## config.mk

```make
export PLATFORM = sky130hd
export DESIGN_NAME = palette_ram
export DESIGN_NICKNAME = d
export VERILOG_FILES = /design/src/rtl/palette_ram.sv
export SDC_FILE = /design/constraint.sdc
export NUM_CORES = 1
export LEC_CHECK = 0
export CAP_MARGIN = 30
export CORE_ASPECT_RATIO = 1.75
export CORE_MARGIN = 2
export CORE_UTILIZATION = 48
export CTS_CLUSTER_SIZE = 30
export DETAILED_ROUTE_END_ITERATION = 8
export GPL_TIMING_DRIVEN = 1
export PLACE_DENSITY_LB_ADDON = 0.15
export SLEW_MARGIN = 20
export SYNTH_ARGS = -nofsm -noshare
export SYNTH_HDL_FRONTEND = slang
export SYNTH_SLANG_ARGS = --single-unit
```

## constraint.sdc

```tcl
create_clock -name Clk -period 20.4 [get_ports Clk]
set_clock_uncertainty 0.2 [all_clocks]
set_input_delay 4.08 -clock Clk [delete_from_list [all_inputs] [get_ports Clk]]
set_output_delay 4.08 -clock Clk [all_outputs]
set_load 0.02 [all_outputs]
```

## src/rtl/palette_ram.sv

```systemverilog
// Writable colour palette for the VGA pixel path: index -> RGB with a two-stage
// pipelined lookup, per-lookup dimming and optional transparent-index detection.
module palette_ram #(
  parameter int IDX_W      = 4,
  parameter int NUM_COLORS = 16,
  parameter int COLOR_W    = 24,
  parameter bit TRANSP_EN  = 1'b1,
  parameter int TRANSP_IDX = 0
) (
  input  logic               Clk,
  input  logic               Reset,
  input  logic               wr_en,
  input  logic [IDX_W-1:0]   wr_idx,
  input  logic [COLOR_W-1:0] wr_data,
  input  logic               rd_valid,
  input  logic [IDX_W-1:0]   colorIdx,
  input  logic [1:0]         dim,
  output logic [COLOR_W-1:0] rgbVal,
  output logic               rgb_valid,
  output logic               transparent
);

  localparam int CH_W  = COLOR_W / 3;
  localparam int DEPTH = 2 ** IDX_W;

  function automatic logic [23:0] defaultRgb24(input int i);
    case (i)
      0:       return 24'hB0B0B0;
      1:       return 24'h0E490A;
      2:       return 24'h1A8512;
      3:       return 24'h21D113;
      4:       return 24'h0F3D82;
      5:       return 24'h1C70EE;
      6:       return 24'h75A6F0;
      7:       return 24'h801313;
      8:       return 24'hE60E0E;
      9:       return 24'hE66868;
      default: return 24'h000000;
    endcase
  endfunction

  // 8-bit channels are left-aligned into CH_W-bit fields: zero-padded when
  // wider, LSB-truncated when narrower.
  function automatic logic [COLOR_W-1:0] defaultColor(input int i);
    logic [23:0]        rgb24;
    logic [CH_W+7:0]    wide;
    logic [COLOR_W-1:0] res;
    rgb24 = defaultRgb24(i);
    res   = '0;
    for (int ch = 0; ch < 3; ch++) begin
      wide = {rgb24[ch*8 +: 8], {CH_W{1'b0}}};
      res[ch*CH_W +: CH_W] = wide[CH_W+7 -: CH_W];
    end
    if (i >= NUM_COLORS) res = '0;
    return res;
  endfunction

  function automatic logic [COLOR_W-1:0] dimColor(input logic [COLOR_W-1:0] c,
                                                  input logic [1:0]         d);
    logic [COLOR_W-1:0] res;
    res = '0;
    for (int ch = 0; ch < 3; ch++)
      res[ch*CH_W +: CH_W] = c[ch*CH_W +: CH_W] >> d;
    return res;
  endfunction

  logic [DEPTH-1:0][COLOR_W-1:0] palette;
  logic                          wrHit;
  logic                          rdHit;
  logic                          transpHit;

  assign wrHit     = (32'(wr_idx) < 32'(NUM_COLORS));
  assign rdHit     = (32'(colorIdx) < 32'(NUM_COLORS));
  assign transpHit = TRANSP_EN && (32'(colorIdx) == 32'(TRANSP_IDX));

  for (genvar g = 0; g < DEPTH; g++) begin : gEntry
    logic [COLOR_W-1:0] entry;
    always_ff @(posedge Clk or posedge Reset) begin
      if (Reset)
        entry <= defaultColor(g);
      else if (wr_en && wrHit && (wr_idx == IDX_W'(g)))
        entry <= wr_data;
    end
    assign palette[g] = entry;
  end

  logic               vld_p1;
  logic [COLOR_W-1:0] col_p1;
  logic               transp_p1;
  logic [1:0]         dim_p1;

  // Stage 1: table read with pre-edge contents (same-edge write is not bypassed)
  always_ff @(posedge Clk or posedge Reset) begin
    if (Reset) begin
      vld_p1    <= 1'b0;
      col_p1    <= '0;
      transp_p1 <= 1'b0;
      dim_p1    <= 2'd0;
    end else begin
      vld_p1    <= rd_valid;
      col_p1    <= rdHit ? palette[colorIdx] : '0;
      transp_p1 <= transpHit;
      dim_p1    <= dim;
    end
  end

  // Stage 2: dimming, transparency and output qualification
  always_ff @(posedge Clk or posedge Reset) begin
    if (Reset) begin
      rgb_valid   <= 1'b0;
      transparent <= 1'b0;
      rgbVal      <= '0;
    end else begin
      rgb_valid   <= vld_p1;
      transparent <= vld_p1 & transp_p1;
      rgbVal      <= (!vld_p1 || transp_p1) ? '0 : dimColor(col_p1, dim_p1);
    end
  end

endmodule

```

# After elaboration in Yosys (flattened, before gate mapping)
# Cells that the tools add are included.
word_totals:
  register_bits: 438
  latch_bits: 0
  mem_bits_rw: 0
  romBits: 0
  output_inout_bits: 26
  memories: 0
op_classes:
  addsub: 0
  multipliers: 0
  div: 0
  n_lt_le_gt_ge: 1
  eq_ne: 15
  shifts: 3
  muxes: 3
  n_bitwise: 1
  reduce_logical: 20
ops:
  columns: ["operator", "n"]
  rows:
  - ["$bmux 24 s4", 1]
  - ["$mux 24", 2]
  - ["$eq 4x4->1 const B", 8]
  - ["$shr 8x2->8", 3]
  - ["$eq 4x3->1 const B", 4]
  - ["$logic_and 1x1->1", 16]
  - ["$eq 4x2->1 const B", 2]
  - ["$logic_not 4->1", 2]
  - ["$lt 4x5->1 const B", 1]
  - ["$eq 4x1->1 const B", 1]
  - ["$and 1x1->1", 1]
  - ["$logic_not 1->1", 1]
  - ["$logic_or 1x1->1", 1]

# Logic depth before layout (Yosys ltp)
logic_depth:
  word_depth: 3
  ltp_mapped: 7
  mapped_depth_nobuf: 4

# Worst setup path after synthesis
# No wires, ideal clock.
synth_path:
  path_kind: "in2reg"
  startpoint: "input port colorIdx[0]"
  endpoint: "register col_p1[0]"
  arrival_time_ns: 5.356
  slack_ns: 14.711
  path_stages: 5
  path_buffers: 2
  path_cell_list: "buf_2 buf_2 mux4_2 a22oi_1 o21ai_0"
synth_via:
  elab_chain_cells: 2
synth_rtl:
  columns: ["element", "line_no", "source"]
  rows:
  - ["from (decl)", "16", "input logic [IDX_W-1:0] colorIdx,"]
  - ["$bmux 24 s4", "101", "col_p1 <= rdHit ? palette[colorIdx] : '0;"]
  - ["$mux 24 (not written as such)", "101", null]
  - ["to (signal assigned)", "101", null]
  - ["to (decl)", "88", "logic [COLOR_W-1:0] col_p1;"]
# Every way passes these cells. The select of a mux whose other input is x is not followed.
# A chain may end at the register's enable or synchronous reset.

# Worst setup path after layout
layout_path:
  startpoint: "input port colorIdx[0]"
  endpoint: "register col_p1[13]"
# Same word-level chain as after synthesis.

==> summary.log <==
[finish] Layout Area Growth over Synthesis 13.15%
[worst_setup_path] cell occurring most often along the worst timing path buf_4
[logic_synthesis] count of distinct cell types in the synthesized netlist 29
[worst_hold_path] Cells on Worst Hold Path 1
[routing] number of remaining DRC errors 0
[worst_setup_path] cell depth of the worst flop-to-flop path 3
[clock_tree] clock input transition at the sequential cells of the worst setup and hold paths 0.06 ns
[routing] 1st-pass router iterations 4
[finish] nets 1295
[floorplan] number of top-level pins 64
[worst_hold_path] Min-Delay Endpoint gEntry[12].entry[11]
[routing] Routed wire per std cell 26.28 um
[routing] routed via count 10850
[grt] vias in the first global route 11520
[finish] number of filler instances in the final layout 3241
[clock_tree] maximum buffer depth of the clock tree 3
[logic_synthesis] Synth async-reset ratio 100.0%
[grt] antenna violations before repair 0
[finish] combined area of the multi-input logic cells 7727 um2
[power] power per cell area 107.7 nW/um2
[finish] most common library cell in the layout ignoring fill and taps dfrtp_1
[worst_setup_path] cells traversed along the worst timing path buf_4 -> buf_4 -> mux4_2 -> a22oi_1 -> o21ai_0
[logic_synthesis] cell count after synthesis 1230
[placement] Port Buffers 63
[placement] total placed cells including tap cells 1707
[logic_synthesis] number of flip-flops and latches in the synthesized netlist 438
[clock_tree] CTS H-tree depth 2
[worst_setup_path] launching point of the worst reg2reg path vld_p1
[grt] largest net degree at the start of global routing 190
[sta] number of slew-limit violations in the final report 0
[logic_synthesis] number of flops mapped to enable cells by yosys 0
[worst_setup_path] slowest stage cell, crit path buf_4
[clock_tree] insertion delay to the later sink of the worst-skew pair 0.56 ns
[finish] sequential standard cell area 11080 um2
[placement] placed wire-length estimate after detailed placement 26.39 mm
[clock_tree] number of sinks driven by the clock tree 438
[finish] Final Instance Count excl. Fillers 1785
[worst_setup_path] worst setup path startpoint colorIdx[0]
[worst_setup_path] delay of the slowest cell on the worst path 0.79 ns
[worst_setup_path] Setup CP Type in -> reg
[worst_setup_path] kind of capture point of the worst setup path flop
[sta] min Tclk post-route 6.229 ns
[routing] DR iter-0 viols 653
[floorplan] row count 97
[sta] tightest slew margin relative to the limit 34.22%
[finish] # diodes 0
[run_status] result of the run finished clean
[flow_run] Max Cap Viol 0
[logic_synthesis] syn avg cell area 15.61 um2
[sta] Max Fclk 160.5 MHz
[worst_setup_path] highest net fanout along the worst path 38
[worst_setup_path] Critical path buffers and inverters 2
[routing] total length of routed wires 46.92 mm
[sta] Least-Margin Pin Slew 0.9866 ns
[sta] Setup-failing EPs final 0
[clock_tree] CTS buffer count 41
[sta] setup repair after global routing missed its margin false
[worst_setup_path] Worst EP required 20.61 ns
[worst_setup_path] Startpoint Class input port
[worst_setup_path] reg-to-reg endpoint rgbVal[21]
[clock_tree] TritonCTS clock tree built
[worst_setup_path] gate family responsible for the most delay along the worst path buffers and inverters
[logic_synthesis] Warnings, synthesis 0
[floorplan] die area 41690 um2
[finish] most used cells in the layout excluding fill and tap cells dfrtp_1, mux2_2, dfstp_2
[finish] ratio of cells with drive above 1 in the final layout 46.36%
[power] worst vdd rail ir drop 56.28 uV
[clock_tree] CTS root buf clkbuf_16
[floorplan] area of the placeable core 39810 um2
[floorplan] DIE HEIGHT 268.6 um
[worst_hold_path] launch point of the worst hold path gEntry[12].entry[11]
[worst_setup_path] worst path arrival time 6.44 ns
[floorplan] die width 155.2 um
[grt] Overall Global Routing Usage 23.29%
[clock_tree] number of gates resized after cts 0
[routing] remaining antenna violation count after routing 0
[logic_synthesis] most frequently used flop master after synthesis dfrtp_1
[clock_tree] post-cts hold buffer count 0
[logic_synthesis] syn_nets 1268
[sta] portion of the clock cycle consumed by the worst path in the final layout 30.53%
[routing] via/cell ratio 6.079
[worst_hold_path] class of the worst hold path reg -> reg
[logic_synthesis] combined area of all synthesized cells 19200 um2
[placement] GPL Wtd Cong 0.7239
[logic_synthesis] post-synthesis sequential area ratio 57.72%
[grt] final global-route overflow total 0
[power] static leakage 9.067 nW
[floorplan] starting utilization of the core area 48.24%
[clock_tree] setup fix buffers added after clock tree synthesis 0
[worst_setup_path] worst setup slack for register-to-register paths 18.64 ns
[sta] final sum of negative setup slack 0 ns
[grt] wire length of the first global-routing pass 72.30 mm
[sta] hold violation count in the final report 0
-- cell type report --
| class | instances | area share [%] |
|---|---|---|
| repair buffers | 90 | 4.394 |
| well taps | 495 | 2.850 |
| clock inverters | 8 | 0.3570 |
| inverters | 2 | 0.06910 |
| flip-flops and latches | 438 | 51.01 |
| multi-input cells | 684 | 35.56 |
| clock buffers | 68 | 5.753 |
-- worst max path at each step --
stage	endpoint	depth (start not counted)	slack, ns
6_report	col_p1[13]	5	14.17
3_5_place_dp	col_p1[11]	5	13.55
4_1_cts	col_p1[13]	5	14.12
2_1_floorplan	col_p1[0]	1	4.08
5_1_grt	col_p1[11]	5	13.91
3_3_place_gp	col_p1[9]	5	13.58
-- routing by layer --
layer,vias up,track usage [%],part of all wire [%]
li1,4634,-,-
met1,5954,30.82,43
met2,186,40.55,51
met3,77,2.459,2.9
met4,0,7.513,3.1
met5,-,0,0
-- power by group --
group | internal (mW) | leakage, nW | total (mW) | switching (mW)
Sequential | 1.09 | 5.23 | 1.20 | 0.105
Clock | 0.433 | 0.648 | 0.763 | 0.330
Combinational | 0.231 | 3.19 | 0.379 | 0.148
Total | 1.76 | 9.07 | 2.34 | 0.583
-- metrics by stage --
step / hold WS [ns] / area [um2] / total power [mW] / setup WS [ns] / utilization, %
6_report: 0.2893 / 21730 / 2.341 / 14.17 / 54.58
4_1_cts: 0.2829 / 21680 / 2.365 / 14.12 / 54.46
2_1_floorplan: 0.2046 / 19200 / 1.478 / 4.082 / -
5_1_grt: 0.3040 / 21730 / 2.452 / 13.91 / 54.58
3_3_place_gp: 0.2499 / 20230 / 1.575 / 13.58 / 50.81
3_5_place_dp: 0.2495 / 20350 / 1.597 / 13.55 / 51.13
-- logic make-up after synthesis --
family | share of synthesized area, %
flops | 57.72
simple gates | 1.238
mux | 34.56
buf+inv | 2.502
compound gates | 3.981
-- worst reg2reg max path: cells and delay by family, from the launching register on --
kind             cells  cell delay, ns
flip-flops           1            0.43
AND/OR/NAND/NOR      1            0.68
AO/OA/AOI/OAI        2            0.37
-- Yosys cell counts, types with 3 or more instances --
library cell	n	area, um2
mux4_2	72	1622
o22ai_1	15	93.84
nor3b_1	4	30.03
nor2b_1	3	18.77
mux2_1	66	743.2
nand3b_1	3	22.52
a22oi_1	25	187.7
o21ai_0	25	125.1
dfrtp_1	339	8483
a21oi_1	26	130.1
buf_2	48	240.2
clkbuf_1	51	191.4
nand2b_1	4	25.02
buf_1	3	11.26
dfstp_2	99	2601
a221oi_1	26	227.7
or3_1	3	18.77
mux2_2	318	3581
mux2i_1	69	690.7
nand2_1	4	15.01
nor2_1	13	48.80
buf_4	4	30.03
-- state kept, by name, summed over array words and instances (netlist names) --
name,cells
col_p1,24
dim_p1,2
gEntry.entry,384
rgbVal,24
rgb_valid,1
transp_p1,1
transparent,1
vld_p1,1
Note: power is estimated with default switching activity, not from simulation.
